### config.mk
export PLATFORM = sky130hd
export DESIGN_NAME = tm_input_conditioner
export DESIGN_NICKNAME = d
export VERILOG_FILES = /design/src/rtl/tm_input_conditioner.sv
export SDC_FILE = /design/constraint.sdc
export NUM_CORES = 1
export LEC_CHECK = 0
export CAP_MARGIN = 20
export CORE_AREA = 2 2 85 87
export CTS_CLUSTER_SIZE = 28
export DETAILED_ROUTE_END_ITERATION = 7
export DIE_AREA = 0 0 87 89
export PLACE_DENSITY = 0.82
export SYNTH_ARGS = -nofsm -noshare
export SYNTH_HDL_FRONTEND = slang
export SYNTH_SLANG_ARGS = --single-unit
export TNS_END_PERCENT = 20
### constraint.sdc
create_clock -name clock -period 8.04 [get_ports clock]
set_input_delay 1.608 -clock clock [delete_from_list [all_inputs] [get_ports clock]]
set_output_delay 1.608 -clock clock [all_outputs]
set_load 0.01 [all_outputs]
### src/rtl/tm_input_conditioner.sv
// tm_input_conditioner: synchronizes and debounces the Next/Done buttons and the switch word.
// Optional feature: define TM_NEXT_AUTOREPEAT_EN for auto-repeat pulses while Next is held.

// Per-button debounce FSM; pressed is already synchronized and active-high.
//   state        | meaning
//   RELEASED     | button idle, held = 0
//   PRESS_WAIT   | counting consecutive pressed samples
//   PRESSED      | press accepted, held = 1 (optional repeat counter runs here)
//   RELEASE_WAIT | counting consecutive released samples
module tm_btn_debounce #(
    parameter int DEBOUNCE_CYCLES = 500000,
    parameter int REPEAT_CYCLES   = 12500000,
    parameter bit AUTO_REPEAT     = 1'b0
) (
    input  logic clock,
    input  logic reset,
    input  logic pressed,
    output logic pulse,
    output logic held
);
    localparam int CNT_W = $clog2(DEBOUNCE_CYCLES) + 1;
    localparam int RPT_W = $clog2(REPEAT_CYCLES) + 1;
    localparam logic [CNT_W-1:0] DB_TC  = CNT_W'(DEBOUNCE_CYCLES - 1);
    localparam logic [RPT_W-1:0] RPT_TC = RPT_W'(REPEAT_CYCLES - 1);

    typedef enum logic [1:0] {
        RELEASED     = 2'd0,
        PRESS_WAIT   = 2'd1,
        PRESSED      = 2'd2,
        RELEASE_WAIT = 2'd3
    } state_t;

    state_t           state, state_nxt;
    logic [CNT_W-1:0] cnt, cnt_nxt;
    logic [RPT_W-1:0] rpt_cnt, rpt_nxt;
    logic             pulse_nxt, held_nxt;

    always_ff @(posedge clock or posedge reset) begin
        if (reset) begin
            state   <= RELEASED;
            cnt     <= '0;
            rpt_cnt <= '0;
            pulse   <= 1'b0;
            held    <= 1'b0;
        end else begin
            state   <= state_nxt;
            cnt     <= cnt_nxt;
            rpt_cnt <= rpt_nxt;
            pulse   <= pulse_nxt;
            held    <= held_nxt;
        end
    end

    always_comb begin
        state_nxt = state;
        cnt_nxt   = '0;
        rpt_nxt   = '0;
        pulse_nxt = 1'b0;
        held_nxt  = held;
        case (state)
            RELEASED: begin
                if (pressed) state_nxt = PRESS_WAIT;
            end
            PRESS_WAIT: begin
                if (!pressed) begin
                    state_nxt = RELEASED;
                end else if (cnt == DB_TC) begin
                    state_nxt = PRESSED;
                    pulse_nxt = 1'b1;
                    held_nxt  = 1'b1;
                end else begin
                    cnt_nxt = cnt + CNT_W'(1);
                end
            end
            PRESSED: begin
                if (!pressed) begin
                    state_nxt = RELEASE_WAIT;
                end else if (AUTO_REPEAT) begin
                    // Repeat counter restarts after each repeat pulse.
                    if (rpt_cnt == RPT_TC) pulse_nxt = 1'b1;
                    else                   rpt_nxt   = rpt_cnt + RPT_W'(1);
                end
            end
            RELEASE_WAIT: begin
                if (pressed) begin
                    state_nxt = PRESSED;
                end else if (cnt == DB_TC) begin
                    state_nxt = RELEASED;
                    held_nxt  = 1'b0;
                end else begin
                    cnt_nxt = cnt + CNT_W'(1);
                end
            end
            default: state_nxt = RELEASED;
        endcase
    end
endmodule

module tm_input_conditioner #(
    parameter int DEBOUNCE_CYCLES = 500000,
    parameter int DATA_W          = 6,
    parameter int REPEAT_CYCLES   = 12500000
) (
    input  logic              clock,
    input  logic              reset,
    input  logic              next_btn_n,
    input  logic              done_btn_n,
    input  logic [DATA_W-1:0] sw_in,
    output logic              next_pulse,
    output logic              done_pulse,
    output logic              next_held,
    output logic              done_held,
    output logic [DATA_W-1:0] input_data,
    output logic              data_update
);
`ifdef TM_NEXT_AUTOREPEAT_EN
    localparam bit NEXT_REPEAT = 1'b1;
`else
    localparam bit NEXT_REPEAT = 1'b0;
`endif
    localparam int CNT_W = $clog2(DEBOUNCE_CYCLES) + 1;
    localparam logic [CNT_W-1:0] DB_TC = CNT_W'(DEBOUNCE_CYCLES - 1);

    // Button synchronizers idle at 1 so reset looks like "released".
    logic [1:0]        btn_meta, btn_sync;
    logic [DATA_W-1:0] sw_meta, sw_sync, sw_cand;
    logic [CNT_W-1:0]  sw_cnt;

    always_ff @(posedge clock or posedge reset) begin
        if (reset) begin
            btn_meta <= 2'b11;
            btn_sync <= 2'b11;
            sw_meta  <= '0;
            sw_sync  <= '0;
        end else begin
            btn_meta <= {done_btn_n, next_btn_n};
            btn_sync <= btn_meta;
            sw_meta  <= sw_in;
            sw_sync  <= sw_meta;
        end
    end

    tm_btn_debounce #(
        .DEBOUNCE_CYCLES(DEBOUNCE_CYCLES),
        .REPEAT_CYCLES  (REPEAT_CYCLES),
        .AUTO_REPEAT    (NEXT_REPEAT)
    ) u_next (
        .clock  (clock),
        .reset  (reset),
        .pressed(~btn_sync[0]),
        .pulse  (next_pulse),
        .held   (next_held)
    );

    tm_btn_debounce #(
        .DEBOUNCE_CYCLES(DEBOUNCE_CYCLES),
        .REPEAT_CYCLES  (REPEAT_CYCLES),
        .AUTO_REPEAT    (1'b0)
    ) u_done (
        .clock  (clock),
        .reset  (reset),
        .pressed(~btn_sync[1]),
        .pulse  (done_pulse),
        .held   (done_held)
    );

    // Any bit change reloads the candidate and restarts the settle count.
    always_ff @(posedge clock or posedge reset) begin
        if (reset) begin
            sw_cand     <= '0;
            sw_cnt      <= '0;
            input_data  <= '0;
            data_update <= 1'b0;
        end else begin
            data_update <= 1'b0;
            if (sw_sync != sw_cand) begin
                sw_cand <= sw_sync;
                sw_cnt  <= '0;
            end else if (sw_cand != input_data) begin
                if (sw_cnt == DB_TC) begin
                    input_data  <= sw_cand;
                    data_update <= 1'b1;
                    sw_cnt      <= '0;
                end else begin
                    sw_cnt <= sw_cnt + CNT_W'(1);
                end
            end else begin
                sw_cnt <= '0;
            end
        end
    end
endmodule
After elaboration in Yosys (flattened, before gate mapping). Index checks and enable logic that the tools add are counted.

Register bits after elaboration: 97. Bits of input ports: 10. Output and inout port bits: 11. Word-level logic and storage cells: 100.

$add $sub $neg: 3. Equal/unequal tests: 27. Mux-type cells: 44. Bitwise gates (word level): 1. Reductions and logical operators: 9.

Operator list (number): two-way mux 20 bit (9); case mux 20 bit (2 select lines) (2); adder 20 x 1 -> 20 bit, second input constant (3); == test 20 x 19 -> 1 bit, second input constant (3); two-way mux 2 bit (12); two-way mux 1 bit (17); != test 2 bit, second input constant (8); case mux 2 bit (4 select lines) (2); != test 3 x 2 -> 1 bit, second input constant (4); != test 6 bit (2); AND reduction 5 bit (2); == test 2 bit, second input constant (4); != test 2 x 1 -> 1 bit, second input constant (4); AND reduction 4 bit (2); == test 2 x 1 -> 1 bit, second input constant (2); logical NOT 2 bit (2); case mux 1 bit (2 select lines) (2); nonzero test 2 bit (2); AND reduction 3 bit (1); NOT 1 bit (1).

Depth between registers and ports, before layout.
Depth after elaboration: 4. Depth in mapped cells: 7. Mapped depth without buffers: 6.

By module. From an unflattened synthesis, not the netlist that was laid out.

Cell total of the unflattened synthesis: 400. Area total of the unflattened synthesis: 4367.9 um^2.

By module, submodules not included: tm_btn_debounce (instances 2, cells each 118, area an instance 1206.2 um^2, sequential area each 600.6 um^2); tm_input_conditioner (instances 1, cells each 164, area an instance 1955.6 um^2, sequential area each 1231.2 um^2).

Worst setup path after synthesis. OpenSTA, ideal clock, no wires.

Path type: reg-to-output. Start: reg input_data[0]. End: out input_data[0]. Arrival time: 0.401 ns. Required time: 6.432 ns. Setup slack: 6.031 ns. Cell stages (with the launch flop): 1. Buffers on the path: 0. Cell sequence: dfrtp_1.

RTL lines: start, declared (line 113) `output logic [DATA_W-1:0] input_data,`; start signal, assigned (line 181) `input_data <= sw_cand;`.

No word-level cell between the ends.

Worst setup path after layout.
Start: reg input_data[5]. End: out input_data[5].

No word-level cell between the ends.

==> flow_summary.toml <==
[power_and_ir_drop]
vdd_ir_drop_max_mv = 0.106
leakage_nw = 2.00
powerDensity_nw_per_um2 = 183

[placed_design]
port_buffers = 20
hpwl_um = 4770
gp_congestion = 0.831

[timing]
rsz0062_at_grt = "false"
hold_violations = 0
finalSetupViolCount = 0
worst_slew_pin_slew_ps = 733
fin_crit_ps = 2930
drv_slew = 0
setup_tns_ps = 0
slew_headroom = 0.510
hold_ws_ps = 360
finalCritPeriodShare = 0.365
fmax_mhz = 341
clock_skew_ps = 7.98

[setup_path]
cp.required_ps = 6430
path_depth = 1
critPathKind = "reg2out"
cp_max_fo = 3
crit_buf_inv = 1
end_kind = "primary output"
cp.arrival_ps = 1320
crit_path_max_incr_delay_ps = 550
path_delay_family = "buffers and inverters"
crit_chain = "clkdlybuf4s50_1"
start_kind = "register"
worst_r2r_path_depth = 5
slowest_stage = "clkdlybuf4s50_1"

[grt]
grt_max_degree = 50
antenna_found_initial = 0
grt_pass1_wl_um = 12300
grt_pass1_vias = 2709
grt_use_total = 0.205
grt-ovfl-total = 0

[layout]
syn2layout_area_growth_pct = 11.0
layout-drive-gt1-share = 0.0823
fill_cells = 489
fin_nets = 421
antenna_cells = 0

[cts]
cts-htree-levels = 3
clock_latency_ps = 370
cts.sinks = 97
cts_resized = 0
clk_pin_slew_ps = 100
cts_setup_buffers = 0
clock-root-buffer = "clkbuf_8"
cts.path.max_buffers = 2
cts_buffers = 9
cts_tree = "yes"
hold_buffers = 0

[logic_synthesis]
syn-num-nets = 403
synth-main-ff-cell = "dfrtp_1"
synth.distinct_cells = 33
syn_inst = 390
synth_area_leaders = "dfrtp_1 (55%), xor2_1 (7.9%), nor2_1 (5.6%)"
yosys_warnings = 0
seq_area_frac_synth = 0.577
synth_area_leader_cell = "dfrtp_1"
synth_enable_flop_cells = 0
synth.top_cell.area_share = 0.552
async_reset_ff_frac = 1.00
syn_area_per_cell_sq_um = 10.8
syn_area_sq_um = 4220
ys_seq_elements = 97

[floorplanning]
die_h_um = 89
initial_core_util = 0.628
std_cell_rows = 30
num_io_pins = 21
die_area_sq_um = 7740
fp.dieW_um = 87
coreArea_sq_um = 6720

[routing]
drt_pre_antenna_iters = 4
vias = 2744
drt_wl_total_um = 6900
via_per_inst = 5.57
wire_per_inst_um = 14.0
drc = 0
drtAntennaViolNets = 0
drt_iter0_drc = 140

[worst_hold_path]
hold_class = "reg2reg"
worstHoldPathCells = 0

[job]
cap_violations = 0

[status]
status = "completed"
-- through the flow --
stage	instances	util	setup slack, ps	total power, mW	area (sq um)
finish	493	0.697	5110	0.855	4680
CTS	493	0.697	5090	0.864	4680
floorplan	390	-	3900	0.527	4220
global route	493	0.697	5070	0.890	4680
detailed placement	477	0.666	4900	0.537	4470
global placement	477	0.666	4920	0.536	4470
-- synthesized netlist by cell type (all sizes together), types with 3 or more instances --
cell,count
and3,8
o21ai,7
dfstp,4
clkbuf,12
or3,5
and4,6
ha,3
mux2,6
nand3,26
nand2b,3
nor3,12
xnor2,25
nor4b,3
nor4,7
and2,5
dfrtp,93
nand2,27
a21oi,5
inv,7
nand4,13
xor2,38
nor2,63
-- registers in the layout, summed over array words and instances, names as in the netlist, 2 cells and up, named ones only --
register,cells
btn_meta,2
sw_cnt,20
u_done.cnt,20
sw_sync,6
sw_meta,6
u_next.cnt,20
input_data,6
sw_cand,6
btn_sync,2
-- layout make-up --
type                            instances  area [sq um]  share of cell area
Timing Repair Buffer                   21           208              0.0443
Inverter                                7          28.8             0.00614
Multi-Input combinational cell        272          1710               0.364
Clock buffer                            9           124              0.0264
Clock inverter                          7          86.3              0.0184
Sequential cell                        97          2430               0.519
Tap cell                               80           100              0.0214
-- final timing paths --
check	startpoint	end	slack (ps)
max in group asynchronous	reset	u_next.cnt[8]	5400
min in group asynchronous	reset	sw_cnt[7]	1650
min	sw_meta[4]	sw_sync[4]	360
min reg2reg	sw_meta[4]	sw_sync[4]	360
max	input_data[5]	input_data[5]	5110
max reg2reg	sw_cnt[12]	sw_cnt[8]	5660
-- report_power, final --
group	switching [mW]	total (mW)	internal (mW)	leakage (nW)
logic	0.0161	0.0250	0.00895	0.603
clock network	0.179	0.329	0.151	0.104
registers	0.00557	0.501	0.495	1.29
-- routing by layer --
| layer | track usage | vias up | part of all wire |
|---|---|---|---|
| met3 | 0.0369 | 14 | 0.027 |
| met2 | 0.331 | 38 | 0.48 |
| met5 | 0 | - | 0 |
| met1 | 0.267 | 1343 | 0.46 |
| met4 | 0.107 | 0 | 0.026 |
| li1 | - | 1349 | - |
-- layout by cell type (no fill, tap or decap), types with 4 or more instances in the layout --
master	instances
nor3_1	12
clkbuf_8	9
xnor2_1	25
clkdlybuf4s50_1	20
or3_1	5
nand4_1	13
nand3_1	26
nor4_1	5
nor2_1	63
and2_1	5
and3_1	7
inv_1	6
nand2_1	26
dfrtp_1	93
dfstp_2	4
o21ai_0	7
and4_1	6
mux2_4	6
xor2_1	38
a21oi_1	5
-- cell families after synthesis --
| logic type | synth area share |
|---|---|
| buffers and inverters | 0.0193 |
| XOR/XNOR | 0.131 |
| AO/OA/AOI/OAI | 0.0267 |
| AND/OR/NAND/NOR | 0.216 |
| adder cells (fa/ha/maj) | 0.00890 |
| multiplexers | 0.0214 |
| flip-flops | 0.577 |
-- worst reg2reg max path, stage by stage, from the launching register on --
cell and delay, ps:
dfrtp_1 440, or4_1 540, nor4_2 290, and3_2 260, nand2b_1 580, nor2_1 130
(Power assumes the default switching activity.)
